==> src/rtl/sub_bla_pkg.sv <==
// Shared constants and the group borrow-lookahead equation for the sub_bla_pipe subtractor.
package sub_bla_pkg;
   localparam int WIDTH     = 32;
   localparam int GRP       = 4;
   localparam int HALF      = WIDTH / 2;
   localparam int NGRP_HALF = HALF / GRP;

   function automatic logic bla_bout(input logic [GRP-1:0] g,
                                     input logic [GRP-1:0] p,
                                     input logic           bin);
      return g[3] | (p[3] & g[2]) | (p[3] & p[2] & g[1]) |
             (p[3] & p[2] & p[1] & g[0]) | (p[3] & p[2] & p[1] & p[0] & bin);
   endfunction
endpackage

==> src/rtl/sub_bla_pipe_bla_4bit.sv <==
// One 4-bit borrow-lookahead subtractor group: d = a - b - bin, with group borrow out.
module bla_4bit
   import sub_bla_pkg::*;
(
   input  logic [GRP-1:0] a_i,
   input  logic [GRP-1:0] b_i,
   input  logic           bin_i,
   output logic [GRP-1:0] d_o,
   output logic           bout_o
);
   logic [GRP-1:0] g;
   logic [GRP-1:0] p;
   logic [GRP-1:0] bcar;

   assign g = ~a_i & b_i;
   assign p = ~(a_i ^ b_i);

   // Borrow into each bit, expanded from the group g/p terms rather than rippled.
   assign bcar[0] = bin_i;
   assign bcar[1] = g[0] | (p[0] & bin_i);
   assign bcar[2] = g[1] | (p[1] & g[0]) | (p[1] & p[0] & bin_i);
   assign bcar[3] = g[2] | (p[2] & g[1]) | (p[2] & p[1] & g[0]) | (p[2] & p[1] & p[0] & bin_i);

   assign d_o    = a_i ^ b_i ^ bcar;
   assign bout_o = bla_bout(g, p, bin_i);
endmodule

==> src/rtl/sub_bla_pipe.sv <==
// Two-stage pipelined borrow-lookahead subtractor D = A - B - Bin with valid/ready on both sides.
// Define SUB_BLA_FLAGS_EN to add the registered zero (Z_o) and signed-overflow (V_o) flags.
module sub_bla_pipe
   import sub_bla_pkg::*;
#(
   parameter int WIDTH = sub_bla_pkg::WIDTH
) (
   input  logic             clk_i,
   input  logic             rst_i,
   input  logic [WIDTH-1:0] A_i,
   input  logic [WIDTH-1:0] B_i,
   input  logic             Bin_i,
   input  logic             in_valid_i,
   output logic             in_ready_o,
   output logic [WIDTH-1:0] D_o,
   output logic             Bout_o,
   input  logic             out_ready_i,
   output logic             out_valid_o
`ifdef SUB_BLA_FLAGS_EN
   ,
   output logic             Z_o,
   output logic             V_o
`endif
);
   localparam int HW = WIDTH / 2;
   localparam int NG = HW / GRP;

   logic          s1_valid_q, s1_valid_d;
   logic          s2_valid_q, s2_valid_d;
   logic [HW-1:0] a_hi_q, b_hi_q, d_lo_q;
   logic          bmid_q;
   logic [WIDTH-1:0] d_q;
   logic          bout_q;

   logic          in_fire, s2_load;
   logic [HW-1:0] d_lo, d_hi;
   logic [NG:0]   bl, bh;

   assign in_ready_o = ~s1_valid_q | ~s2_valid_q | out_ready_i;
   assign in_fire    = in_valid_i & in_ready_o;
   assign s2_load    = s1_valid_q & (~s2_valid_q | out_ready_i);
   assign s1_valid_d = in_fire | (s1_valid_q & ~s2_load);
   assign s2_valid_d = s2_load | (s2_valid_q & ~out_ready_i);

   // Groups ripple inside a half only; the halves are split by the stage register.
   assign bl[0] = Bin_i;
   assign bh[0] = bmid_q;
   for (genvar gi = 0; gi < NG; gi++) begin : g_grp
      bla_4bit u_lo (
         .a_i   (A_i[gi*GRP +: GRP]),
         .b_i   (B_i[gi*GRP +: GRP]),
         .bin_i (bl[gi]),
         .d_o   (d_lo[gi*GRP +: GRP]),
         .bout_o(bl[gi+1])
      );
      bla_4bit u_hi (
         .a_i   (a_hi_q[gi*GRP +: GRP]),
         .b_i   (b_hi_q[gi*GRP +: GRP]),
         .bin_i (bh[gi]),
         .d_o   (d_hi[gi*GRP +: GRP]),
         .bout_o(bh[gi+1])
      );
   end

   always_ff @(posedge clk_i) begin
      if (in_fire) begin
         a_hi_q <= A_i[WIDTH-1:HW];
         b_hi_q <= B_i[WIDTH-1:HW];
         d_lo_q <= d_lo;
         bmid_q <= bl[NG];
      end
   end

`ifdef SUB_BLA_FLAGS_EN
   logic z_q, v_q;
   assign Z_o = z_q;
   assign V_o = v_q;
`endif

   always_ff @(posedge clk_i or posedge rst_i) begin
      if (rst_i) begin
         s1_valid_q <= 1'b0;
         s2_valid_q <= 1'b0;
         d_q        <= '0;
         bout_q     <= 1'b0;
`ifdef SUB_BLA_FLAGS_EN
         z_q        <= 1'b0;
         v_q        <= 1'b0;
`endif
      end else begin
         s1_valid_q <= s1_valid_d;
         s2_valid_q <= s2_valid_d;
         if (s2_load) begin
            d_q    <= {d_hi, d_lo_q};
            bout_q <= bh[NG];
`ifdef SUB_BLA_FLAGS_EN
            z_q    <= ({d_hi, d_lo_q} == '0);
            v_q    <= (a_hi_q[HW-1] != b_hi_q[HW-1]) & (d_hi[HW-1] != a_hi_q[HW-1]);
`endif
         end
      end
   end

   assign D_o         = d_q;
   assign Bout_o      = bout_q;
   assign out_valid_o = s2_valid_q;
endmodule

==> config.mk <==
export PLATFORM = sky130hd
export DESIGN_NAME = sub_bla_pipe
export DESIGN_NICKNAME = d
export VERILOG_FILES = /design/src/rtl/sub_bla_pkg.sv /design/src/rtl/sub_bla_pipe_bla_4bit.sv /design/src/rtl/sub_bla_pipe.sv
export SDC_FILE = /design/constraint.sdc
export NUM_CORES = 1
export LEC_CHECK = 0
export BUFFER_PORTS_ARGS = -buffer_cell sky130_fd_sc_hd__buf_4
export CAP_MARGIN = 10
export CORE_ASPECT_RATIO = 0.6
export CORE_MARGIN = 3
export CORE_UTILIZATION = 53
export DETAILED_ROUTE_END_ITERATION = 12
export GPL_TIMING_DRIVEN = 0
export PLACE_DENSITY = 0.79
export RECOVER_POWER = 25
export SKIP_CTS_REPAIR_TIMING = 1
export SYNTH_ARGS = -nofsm -noshare
export SYNTH_HDL_FRONTEND = slang
export SYNTH_SLANG_ARGS = --single-unit
==> constraint.sdc <==
create_clock -name clk_i -period 3.45 [get_ports clk_i]
set_clock_uncertainty 0.15 [all_clocks]
set_input_delay 0.69 -clock clk_i [delete_from_list [all_inputs] [get_ports clk_i]]
set_output_delay 0.69 -clock clk_i [all_outputs]
set_load 0.01 [all_outputs]
# Word-level counts from Yosys, hierarchy flattened
# Cells that the tools add are included.
# classes
bitwise_logic,261
# ops
operator,count
$and A1 B1 Y1,132
$or A1 B1 Y1,85
$not A4 Y4,16
$xor A4 B4 Y4,16
$and A4 B4 Y4,8
$not A1 Y1,4
# word_totals
register_bits,84
output_inout_bits,35
elab_cells,269

# Longest topological paths before layout
# Gate-level depths: netlist of run 1.
# logic_depth
ltp_word,14
depth_mapped,9
depth_no_buf,9

# Cells and area by module
# From an unflattened synthesis of run 1, not the netlist that was laid out.
# hier_totals
hier_cells,303
hier_area_um2,4369.2
# by_module_without_submodules
mod,n_inst,cells_per_inst,area_per_inst_um2,seq_area_each_um2
sub_bla_pipe,1,127,2947.8,2347.3
bla_4bit,8,22,177.7,0.0

# Worst setup path before layout of run 1
# Ideal clock, no wire load.
# synth_timing
path_type,input to register
from,input port A_i[0]
to,register d_lo_q[9] (data pin)
arrival_time_ns,2.455
t_required_ns,3.042
setup_slack_ns,0.587
path_stages,9
cell_sequence,inv_1 > ha_1 > a211oi_1 > o21bai_1 > a21oi_2 > o21bai_1 > or2_2 > fa_1 > xnor2_1
# synth_between
elab_chain_cells,10
# synth_lines
item,line_no,source
from (decl),sub_bla_pipe.sv:10,"input logic [WIDTH-1:0] A_i,"
$not A4 Y4 / $xor A4 B4 Y4 (equally long branches),"sub_bla_pipe_bla_4bit.sv:15, sub_bla_pipe_bla_4bit.sv:16",
$and A4 B4 Y4 / $not A4 Y4 (equally long branches),"sub_bla_pipe_bla_4bit.sv:15, sub_bla_pipe_bla_4bit.sv:16",
$and A1 B1 Y1,sub_bla_pkg.sv:12,(p[3] & p[2] & p[1] & g[0]) | (p[3] & p[2] & p[1] & p[0] & bin);
$or A1 B1 Y1 / $and A1 B1 Y1 (equally long branches),"sub_bla_pkg.sv:11, sub_bla_pkg.sv:12",
$or A1 B1 Y1 *,sub_bla_pkg.sv:12,
$and A1 B1 Y1 *,sub_bla_pkg.sv:12,
$or A1 B1 Y1 *,sub_bla_pkg.sv:12,
$and A1 B1 Y1 *,sub_bla_pipe_bla_4bit.sv:20,assign bcar[1] = g[0] | (p[0] & bin_i);
$or A1 B1 Y1 *,sub_bla_pipe_bla_4bit.sv:20,
$xor A4 B4 Y4 *,sub_bla_pipe_bla_4bit.sv:24,assign d_o = a_i ^ b_i ^ bcar;
via d_lo[9],sub_bla_pipe.sv:36,"logic [HW-1:0] d_lo, d_hi;"
to (signal assigned),sub_bla_pipe.sv:69,d_lo_q <= d_lo;
to (decl),sub_bla_pipe.sv:30,"logic [HW-1:0] a_hi_q, b_hi_q, d_lo_q;"
# Mark *: on every way through the listed nets, which the timed path passes. The rest lies on a longest branch.
# A chain may end at the register's enable or synchronous reset.

# Final worst setup path of run 1
# layout_timing
from,input port A_i[0]
to,register d_lo_q[13] (data pin)
# layout_between
elab_chain_cells,12
# layout_lines
item,line_no
$not A4 Y4 / $xor A4 B4 Y4 (equally long branches),"sub_bla_pipe_bla_4bit.sv:15, sub_bla_pipe_bla_4bit.sv:16"
$and A4 B4 Y4 / $not A4 Y4 (equally long branches),"sub_bla_pipe_bla_4bit.sv:15, sub_bla_pipe_bla_4bit.sv:16"
$and A1 B1 Y1,sub_bla_pkg.sv:12
$or A1 B1 Y1 / $and A1 B1 Y1 (equally long branches),"sub_bla_pkg.sv:11, sub_bla_pkg.sv:12"
$or A1 B1 Y1 *,sub_bla_pkg.sv:12
$and A1 B1 Y1 *,sub_bla_pkg.sv:12
$or A1 B1 Y1 *,sub_bla_pkg.sv:12
$and A1 B1 Y1 *,sub_bla_pkg.sv:12
$or A1 B1 Y1 *,sub_bla_pkg.sv:12
$and A1 B1 Y1 *,sub_bla_pipe_bla_4bit.sv:20
$or A1 B1 Y1 *,sub_bla_pipe_bla_4bit.sv:20
$xor A4 B4 Y4 *,sub_bla_pipe_bla_4bit.sv:24
via d_lo[13],sub_bla_pipe.sv:36
# Marks and branches as above.

==> results.md, run 1 <==
* CTS tree: built
* Post-synth top flop: edfxtp_1
* Status: finished, final reports clean
* Via count at 2870
* Post-synth ARST share at 41.7%
* Layout cells sized above 1 at 31.8%
* Worst Setup End Kind: register
* Core footprint at 7480 µm²
* Initial core utilization at 56.3%
* Num CTS Buffers at 9
* Vias in the first global route at 2816
* Final setup viols at 0
* Arrival @ worst endpoint at 2840 ps
* Initial antenna violation count at 0
* Peak supply drop at 0.376 mV
* Dpl hpwl at 6510 µm
* Clk buf depth at 2
* # diodes at 0
* Syn Nets at 441
* Die X-Extent at 121 µm
* Yosys Warn Count at 0
* Post-route DRC at 0
* Die ar. at 9080 µm²
* DR WL/cell at 14.8 µm
* Reg2reg path depth at 9
* Worst Tran Pin Value at 1270 ps
* CP Max Fanout at 6
* Final Hold Vio Count at 0
* Final period util at 84.6%
* Critical path startpoint: A_i[0]
* Fmax at 343 MHz
* Top cells by count, synth: 49 x edfxtp_1, 44 x inv_1, 35 x dfrtp_1
* Synthesized area per cell at 12.7 µm²
* Slew Limit Headroom at 15.2%
* IO Port Bufs at 103
* Leakage at 0.00249 µW
* Sink Count at 84
* Top cell type's share of synthesized area at 35.0%
* Cell with the most instances after synthesis: edfxtp_1
* Clk slew on worst S/H paths at 60 ps
* Reg-to-reg startpoint: a_hi_q[0]
* Synth Instances at 332
* GRT overflow at 0
* Setup ws final at 531 ps
* H-tree depth at 3
* Sequential area share after synthesis at 55.8%
* HP Class: input port to async pin
* # fillers at 539
* Mapped Area at 4210 µm²
* Vias per cell at 5.15
* Final Critical Period at 2920 ps
* RSZ-0062 raised after global routing: no
* Area leader, netlist: edfxtp_1
* Total Neg Setup Slack at 0 ps
* Gr usage total at 19.3%
* Clk_lat worst skew at 330 ps
* Largest net degree at the start of global routing at 30
* Max Slew Vio Count at 0
* TritonRoute pass-1 iters at 4
* DP Worst Slack at 194 ps
* Total Wirelength at 8220 µm
* Max-cap viol count at 0
* IO Count at 104
* Synthesis-to-finish area growth at 29.1%
* Top area cells in the synthesized netlist: edfxtp_1 35%, dfrtp_1 21%, ha_1 9.5%, mux2_2 4.8%, inv_1 3.9%
* Post-synth EDFFs at 49
* Power density cells at 541 nW/µm²
* FF-to-FF End: D_o[29]
* WP data required at 3370 ps
* Cell variety after synth at 46
* Worst Setup Path Type: input port to register
* #FFs+latches synth at 84
* Clk Tree Root Cell: clkbuf_16
* First DRT Iteration DRCs at 155
* Rows at 24
* R2r setup slk at 580 ps
* Die height at 75.0 µm
* Final GP Congestion at 0.835
* Final #Nets at 557
* Routed Antenna Nets at 0
* Critical path launch point type: input port
* First-pass GRT wire length at 13300 µm
[layout make-up]
type | instances | area, µm² | area share, %
Clock buffer | 14 | 264 | 4.86
Timing Repair Buffer | 105 | 797 | 14.7
Inverter | 44 | 165 | 3.04
Multi-Input combinational cell | 200 | 1680 | 30.9
Clock inverter | 2 | 33.8 | 0.622
Buffer | 4 | 15.0 | 0.276
Sequential cell | 84 | 2350 | 43.2
Tap cell | 104 | 130 | 2.40
[critical path: stages]
cell      delay [ps]
buf_4             90
inv_1             40
ha_1             300
a211oi_1         240
o21bai_1         150
a21oi_2          320
o21ai_1          250
a21o_1           220
fa_1             380
xnor2_1          150
[cell families after synthesis]
logic type | share of synthesized area, %
buf+inv | 4.28
fa+ha+maj | 13.3
compound gates | 11.8
simple gates | 5.77
xor+xnor | 4.16
mux | 4.82
flops | 55.8
[registers in the layout (all words and copies together), names as in the netlist]
register / count
out_valid_o: 1
D_o: 32
bmid_q: 1
d_lo_q: 16
s1_valid_q: 1
Bout_o: 1
a_hi_q: 16
b_hi_q: 16
[layout by cell type, fill, tap and decap left out, drive strengths merged, types with 3 or more instances in the layout]
cell type | Yosys | routed
a21o | 7 | 7
xnor2 | 10 | 10
fa | 8 | 8
and2 | 3 | 3
buf | 0 | 70
nor3 | 4 | 4
clkbuf | 4 | 53
o21bai | 4 | 4
xor2 | 10 | 10
a31oi | 3 | 3
nand2 | 19 | 19
o21ai | 26 | 26
edfxtp | 49 | 49
dfrtp | 35 | 35
ha | 32 | 32
nor2 | 6 | 6
a21oi | 14 | 14
nand2b | 3 | 3
o21a | 3 | 3
inv | 44 | 44
a211oi | 5 | 5
mux2 | 18 | 18
[through the flow]
stage	hold WS (ps)	util, %	std cells	total power, µW	area, µm²
after floorplan	305	-	332	1700	4210
after global placement	307	68.3	539	2000	5110
after detailed placement	315	69.0	541	2030	5160
after CTS	306	73.0	557	2980	5460
after global routing	291	72.7	557	3110	5430
final	249	72.7	557	2940	5430
[worst max-delay path by stage]
stage,slack (ps),to,cells past startpoint
after floorplan,590,d_lo_q[9],9
after global placement,260,d_lo_q[12],10
after detailed placement,190,d_lo_q[13],10
after CTS,540,d_lo_q[13],10
after global routing,360,d_lo_q[12],10
final,530,d_lo_q[13],10
[per-layer routing]
| layer | track usage [%] | share of wire (%) | wire (µm) |
|---|---|---|---|
| met3 | 5.56 | 7.0 | 577 |
| met2 | 30.9 | 46 | 3800 |
| met5 | 0 | 0 | 0 |
| met1 | 26.1 | 46 | 3750 |
| met4 | 5.65 | 1.2 | 99 |
[power by group]
group / internal (µW) / total (µW) / switching, µW
clock network: 598 / 940 / 342
registers: 1240 / 1320 / 78.9
logic: 355 / 686 / 331
(Power assumes the default switching activity.)
==> run 2, diff against run 1 <==
CORE_UTILIZATION = 48   (was 53)
PLACE_DENSITY = 0.76   (was 0.79)
clock period = 2.5 ns   (was 3.45 ns; I/O delays follow)
==> results.md, run 2 (synthesis results as in run 1) <==
* Critical path launch point type: register
* R2r setup slk at -150 ps
* Final Critical Period at 2650 ps
* Commonest non-fill, non-tap cell in the layout: buf_4
* Post-route DRC at 0
* Net Sw Power at 1130 µW
* Worst Path Buf+Inv at 2
* Status: finished, violations left
* Placed inst area at 5240 µm²
* Max-cap viol count at 0
* First DRT Iteration DRCs at 161
* Final period util at 106%
* Final #Nets at 564
* Post-layout util at 69.5%
* Crit-path cells: inv_2 > ha_4 > a211o_1 > a2111oi_4 > buf_4 > o211a_4 > nor2_2 > fa_2 > o21ai_1
* Die ar. at 9960 µm²
* Die height at 78.5 µm
* Sink Count at 84
* RSZ-0062 raised after global routing: yes
* Clk Tree Root Cell: clkbuf_16
* Worst Tran Pin Value at 882 ps
* HP Class: input port to async pin
* Clk pwr share at 32.9%
* Internal power at 3120 µW
* Clk buf depth at 2
* CTS tree: built
* Worst Setup End Kind: register
* Layout cells sized above 1 at 38.3%
* Gate power share at 24.5%
* Rows at 25
* Arrival @ worst endpoint at 2710 ps
* Vias per cell at 5.09
* Slew Limit Headroom at 41.2%
* Worst Setup Path Type: register to register
* Peak supply drop at 0.468 mV
* Most frequent cells in the layout: 75 x buf_4, 49 x edfxtp_1, 41 x inv_1
* IO Port Bufs at 103
* Total Wirelength at 8890 µm
* Dpl hpwl at 6810 µm
* Clk_lat worst skew at 330 ps
* CP top delay family: compound AO/OA/AOI/OAI gates
* Power density cells at 745 nW/µm²
* Final Hold Vio Count at 0
* Max reg flops at 32
* Vias in the first global route at 2893
* CP Max Fanout at 4
* GRT overflow at 0
* DR WL/cell at 15.6 µm
* Max Slew Vio Count at 0
* WP data required at 2560 ps
* Gr usage total at 18.5%
* Setup ws final at -151 ps
* Initial antenna violation count at 0
* Flop pwr share at 42.6%
* Sw Share at 26.5%
* Leakage at 0.00256 µW
* # diodes at 0
* TritonRoute pass-1 iters at 5
* Failing checks: setup timing
* Via count at 2890
* Final setup viols at 4
* CP max stage delay at 540 ps
* IO Count at 104
* Initial core utilization at 51.3%
* Slowest CP cell: fa_2
* Core footprint at 8200 µm²
* Num CTS Buffers at 9
* Clk slew on worst S/H paths at 60 ps
* Die X-Extent at 127 µm
* Synthesis-to-finish area growth at 35.4%
* Routed Antenna Nets at 0
* H-tree depth at 3
* Final Cell Area at 5700 µm²
* Final GP Congestion at 0.840
* First-pass GRT wire length at 14300 µm
* Fmax at 377 MHz
* Largest net degree at the start of global routing at 38
run 2: metal layers:
layer,track usage [%],routed length [µm],up-vias
met5,0,0,-
met4,5.25,90,0
met3,5.78,484,11
met2,29.4,4220,76
met1,24.7,4090,1372
li1,-,-,1431
run 2: worst reg2reg max path, stage by stage, from the launching register on:
cell,delay [ps]
edfxtp_1,410
inv_2,90
ha_4,200
a211o_1,340
a2111oi_4,300
buf_4,200
o211a_4,180
nor2_2,50
fa_2,540
o21ai_1,70
run 2: worst paths after layout:
kind,start,end,cells past startpoint
max,a_hi_q[0],D_o[28],9
min,rst_i,D_o[15],2
max reg2reg,a_hi_q[0],D_o[28],9
min reg2reg,d_lo_q[6],D_o[6],1
max in group asynchronous,rst_i,D_o[2],3
min in group clk_i,B_i[22],b_hi_q[6],1
run 2: final cells by class:
class	count	area, µm²
Sequential cell	84	2350
Multi-Input combinational cell	200	1830
Clock inverter	7	91.3
Tap cell	108	135
Clock buffer	9	225
Inverter	44	165
Timing Repair Buffer	112	882
Buffer	4	15.0
Fill cell	595	2500
run 2: power groups by stage:
| stage | sequential (µW) | clock [µW] | combinational [µW] |
|---|---|---|---|
| after floorplan | 1880 | 0 | 478 |
| after global placement | 1830 | 0 | 953 |
| after detailed placement | 1840 | 0 | 998 |
| after CTS | 1810 | 1420 | 1010 |
| after global routing | 1830 | 1490 | 1150 |
| final | 1810 | 1400 | 1040 |
run 2: per-stage QoR:
stage	setup TNS [ps]	std cells	total power, µW	hold WS (ps)	setup WS [ps]
after floorplan	-42.3	332	2360	305	-42.2
after global placement	-28400	543	2790	307	-536
after detailed placement	-2860	545	2840	317	-445
after CTS	-1420	561	4240	178	-348
after global routing	-931	568	4480	191	-222
final	-436	568	4250	204	-151
==> run 3, diff against run 2 <==
CORE_UTILIZATION = 49   (was 48)
PLACE_DENSITY = 0.77   (was 0.76)
SLEW_MARGIN = 20   (was unset)
SYNTH_HIERARCHICAL = 1   (was unset)
==> results.md, run 3 <==
* FF-to-FF End: D_o[30]
* Vias per cell at 4.85
* Layout cells sized above 1 at 49.0%
* Clk buf depth at 2
* Worst Setup Path Type: register to register
* Routed Antenna Nets at 0
* First DRT Iteration DRCs at 91
* Top cell type's share of synthesized area at 33.7%
* Failing checks: setup timing
* GRT overflow at 0
* Final #Nets at 547
* Top cells by count, synth: 49 x edfxtp_1, 49 x inv_1, 40 x ha_1
* Commonest non-fill, non-tap cell in the layout: buf_4
* #FFs+latches synth at 84
* R2r setup slk at -810 ps
* Worst Setup End Kind: register
* Total Neg Setup Slack at -6530 ps
* Most frequent cells in the layout: 78 x buf_4, 49 x edfxtp_1, 41 x inv_1
* H-tree depth at 3
* IO Count at 104
* Dpl hpwl at 6130 µm
* Critical path launch point type: register
* Rows at 25
* Placed insts at 514
* Slew Limit Headroom at 4.77%
* Synthesized area per cell at 14.4 µm²
* Final setup viols at 14
* Post-route DRC at 0
* Syn Nets at 420
* # fillers at 577
* Non-Filler Instances at 543
* Reg2reg path depth at 16
* Final Critical Period at 3310 ps
* DR WL/cell at 15.8 µm
* Vias in the first global route at 2780
* Clk slew on worst S/H paths at 60 ps
* Leakage at 0.00282 µW
* TritonRoute pass-1 iters at 4
* Max Slew Vio Count at 0
* Status: finished, violations left
* Worst Hold Endpoint: a_hi_q[10]
* Synthesis-to-finish area growth at 34.7%
* Num CTS Buffers at 9
* Tot Pwr at 4570 µW
* Hold Crit Depth at 1
* Yosys Warn Count at 6
* Largest net degree at the start of global routing at 50
* Clk_lat worst skew at 330 ps
* FF+latch area at 2350 µm²
* DP Worst Slack at -731 ps
* First-pass GRT wire length at 13600 µm
* Sequential area share after synthesis at 53.7%
* Setup ws final at -809 ps
* Power density cells at 776 nW/µm²
* Peak supply drop at 0.452 mV
* Initial antenna violation count at 0
* Core footprint at 8260 µm²
* IO Port Bufs at 103
* CP Max Fanout at 3
* Final period util at 132%
* Die X-Extent at 128 µm
* Slowest CP cell: edfxtp_1
* Hold wc startpoint: A_i[26]
* Crit-path cells: buf_4 > ha_2 > a21oi_2 > o21ai_2 > a21o_1 > a21oi_2 > o21ai_2 > a21o_1 > a21oi_2 > o21ai_2 > a21o_1 > buf_4 > a21o_1 > a21oi_2 > xor2_1 > mux2_4
* Sink Count at 84
* WP data required at 2570 ps
* Reg-to-reg startpoint: b_hi_q[0]
* CTS tree: built
* # diodes at 0
* Cell variety after synth at 21
* Gr usage total at 17.6%
* Max-cap viol count at 0
* Clk Tree Root Cell: clkbuf_16
* HP Class: input port to register
* Post-synth top flop: edfxtp_1
* Initial core utilization at 52.9%
* Worst Tran Pin Value at 1430 ps
* Die height at 79.1 µm
* Multi-input gate area at 1920 µm²
* Fmax at 302 MHz
* Mapped Area at 4370 µm²
* Top area cells in the synthesized netlist: edfxtp_1 34%, dfrtp_1 20%, ha_1 11%, mux2_4 10%, inv_1 4.2%
* Final GP Congestion at 0.810
* Area leader, netlist: edfxtp_1
* Die ar. at 10100 µm²
* RSZ-0062 raised after global routing: yes
* Max reg flops at 32
* Synth Instances at 303
* CP max stage delay at 450 ps
* Post-synth ARST share at 41.7%
* Final Hold Vio Count at 0
* Arrival @ worst endpoint at 3380 ps
* Total Wirelength at 8570 µm
* Via count at 2631
* Post-synth EDFFs at 49
## run 3: final cells by class
class,instances,area share (%)
Inverter,49,3.25
Tap cell,108,2.30
Multi-Input combinational cell,167,32.6
Clock buffer,11,4.12
Sequential cell,84,39.9
Timing Repair Buffer,116,15.2
Clock inverter,5,1.68
Buffer,3,1.02
## run 3: where the power goes
part           leakage [µW]  switching (µW)  internal, µW
Sequential         0.000878             129          1730
Clock              0.000167             510           998
Combinational       0.00178             499           704
## run 3: worst max-delay path by stage
| stage | from | end | slack [ps] | depth (start not counted) |
|---|---|---|---|---|
| 6_report | b_hi_q[0] | D_o[30] | -810 | 16 |
| 5_1_grt | b_hi_q[0] | D_o[29] | -900 | 14 |
| 2_1_floorplan | a_hi_q[0] | D_o[28] | -350 | 14 |
| 4_1_cts | a_hi_q[0] | D_o[29] | -790 | 15 |
| 3_5_place_dp | b_hi_q[0] | D_o[29] | -730 | 14 |
| 3_3_place_gp | a_hi_q[0] | D_o[29] | -650 | 15 |
## run 3: critical path: cells and delay by family (launching register included)
family                     cells  cell delay (ps)
buffers and inverters          2              320
DFF                            1              450
AOI/OAI and AO/OA             11             1750
adders and majority gates      1              170
xor gates and xnor gates       1               70
muxes                          1              260
## run 3: logic make-up after synthesis
family	Yosys count	synth area share, %
compound gates	48	7.79
buf+inv	52	5.58
xor+xnor	24	4.81
flops	84	53.7
simple gates	14	1.89
mux	33	11.1
fa+ha+maj	48	15.1
## run 3: per-stage QoR
step / util, % / hold WS [ps] / cell area [µm²]
final: 71.3 / 209 / 5890
after detailed placement: 65.1 / 315 / 5370
after floorplan: - / 305 / 4460
after global placement: 65.0 / 307 / 5370
after global routing: 71.3 / 193 / 5890
after CTS: 69.2 / 174 / 5710
## run 3: metal layers
metal / wire length (µm) / vias up / global-route usage [%]
li1: - / 1287 / -
met1: 3760 / 1264 / 21.9
met2: 4150 / 72 / 29.1
met3: 573 / 8 / 6.52
met4: 85 / 0 / 5.19
met5: 0 / - / 0
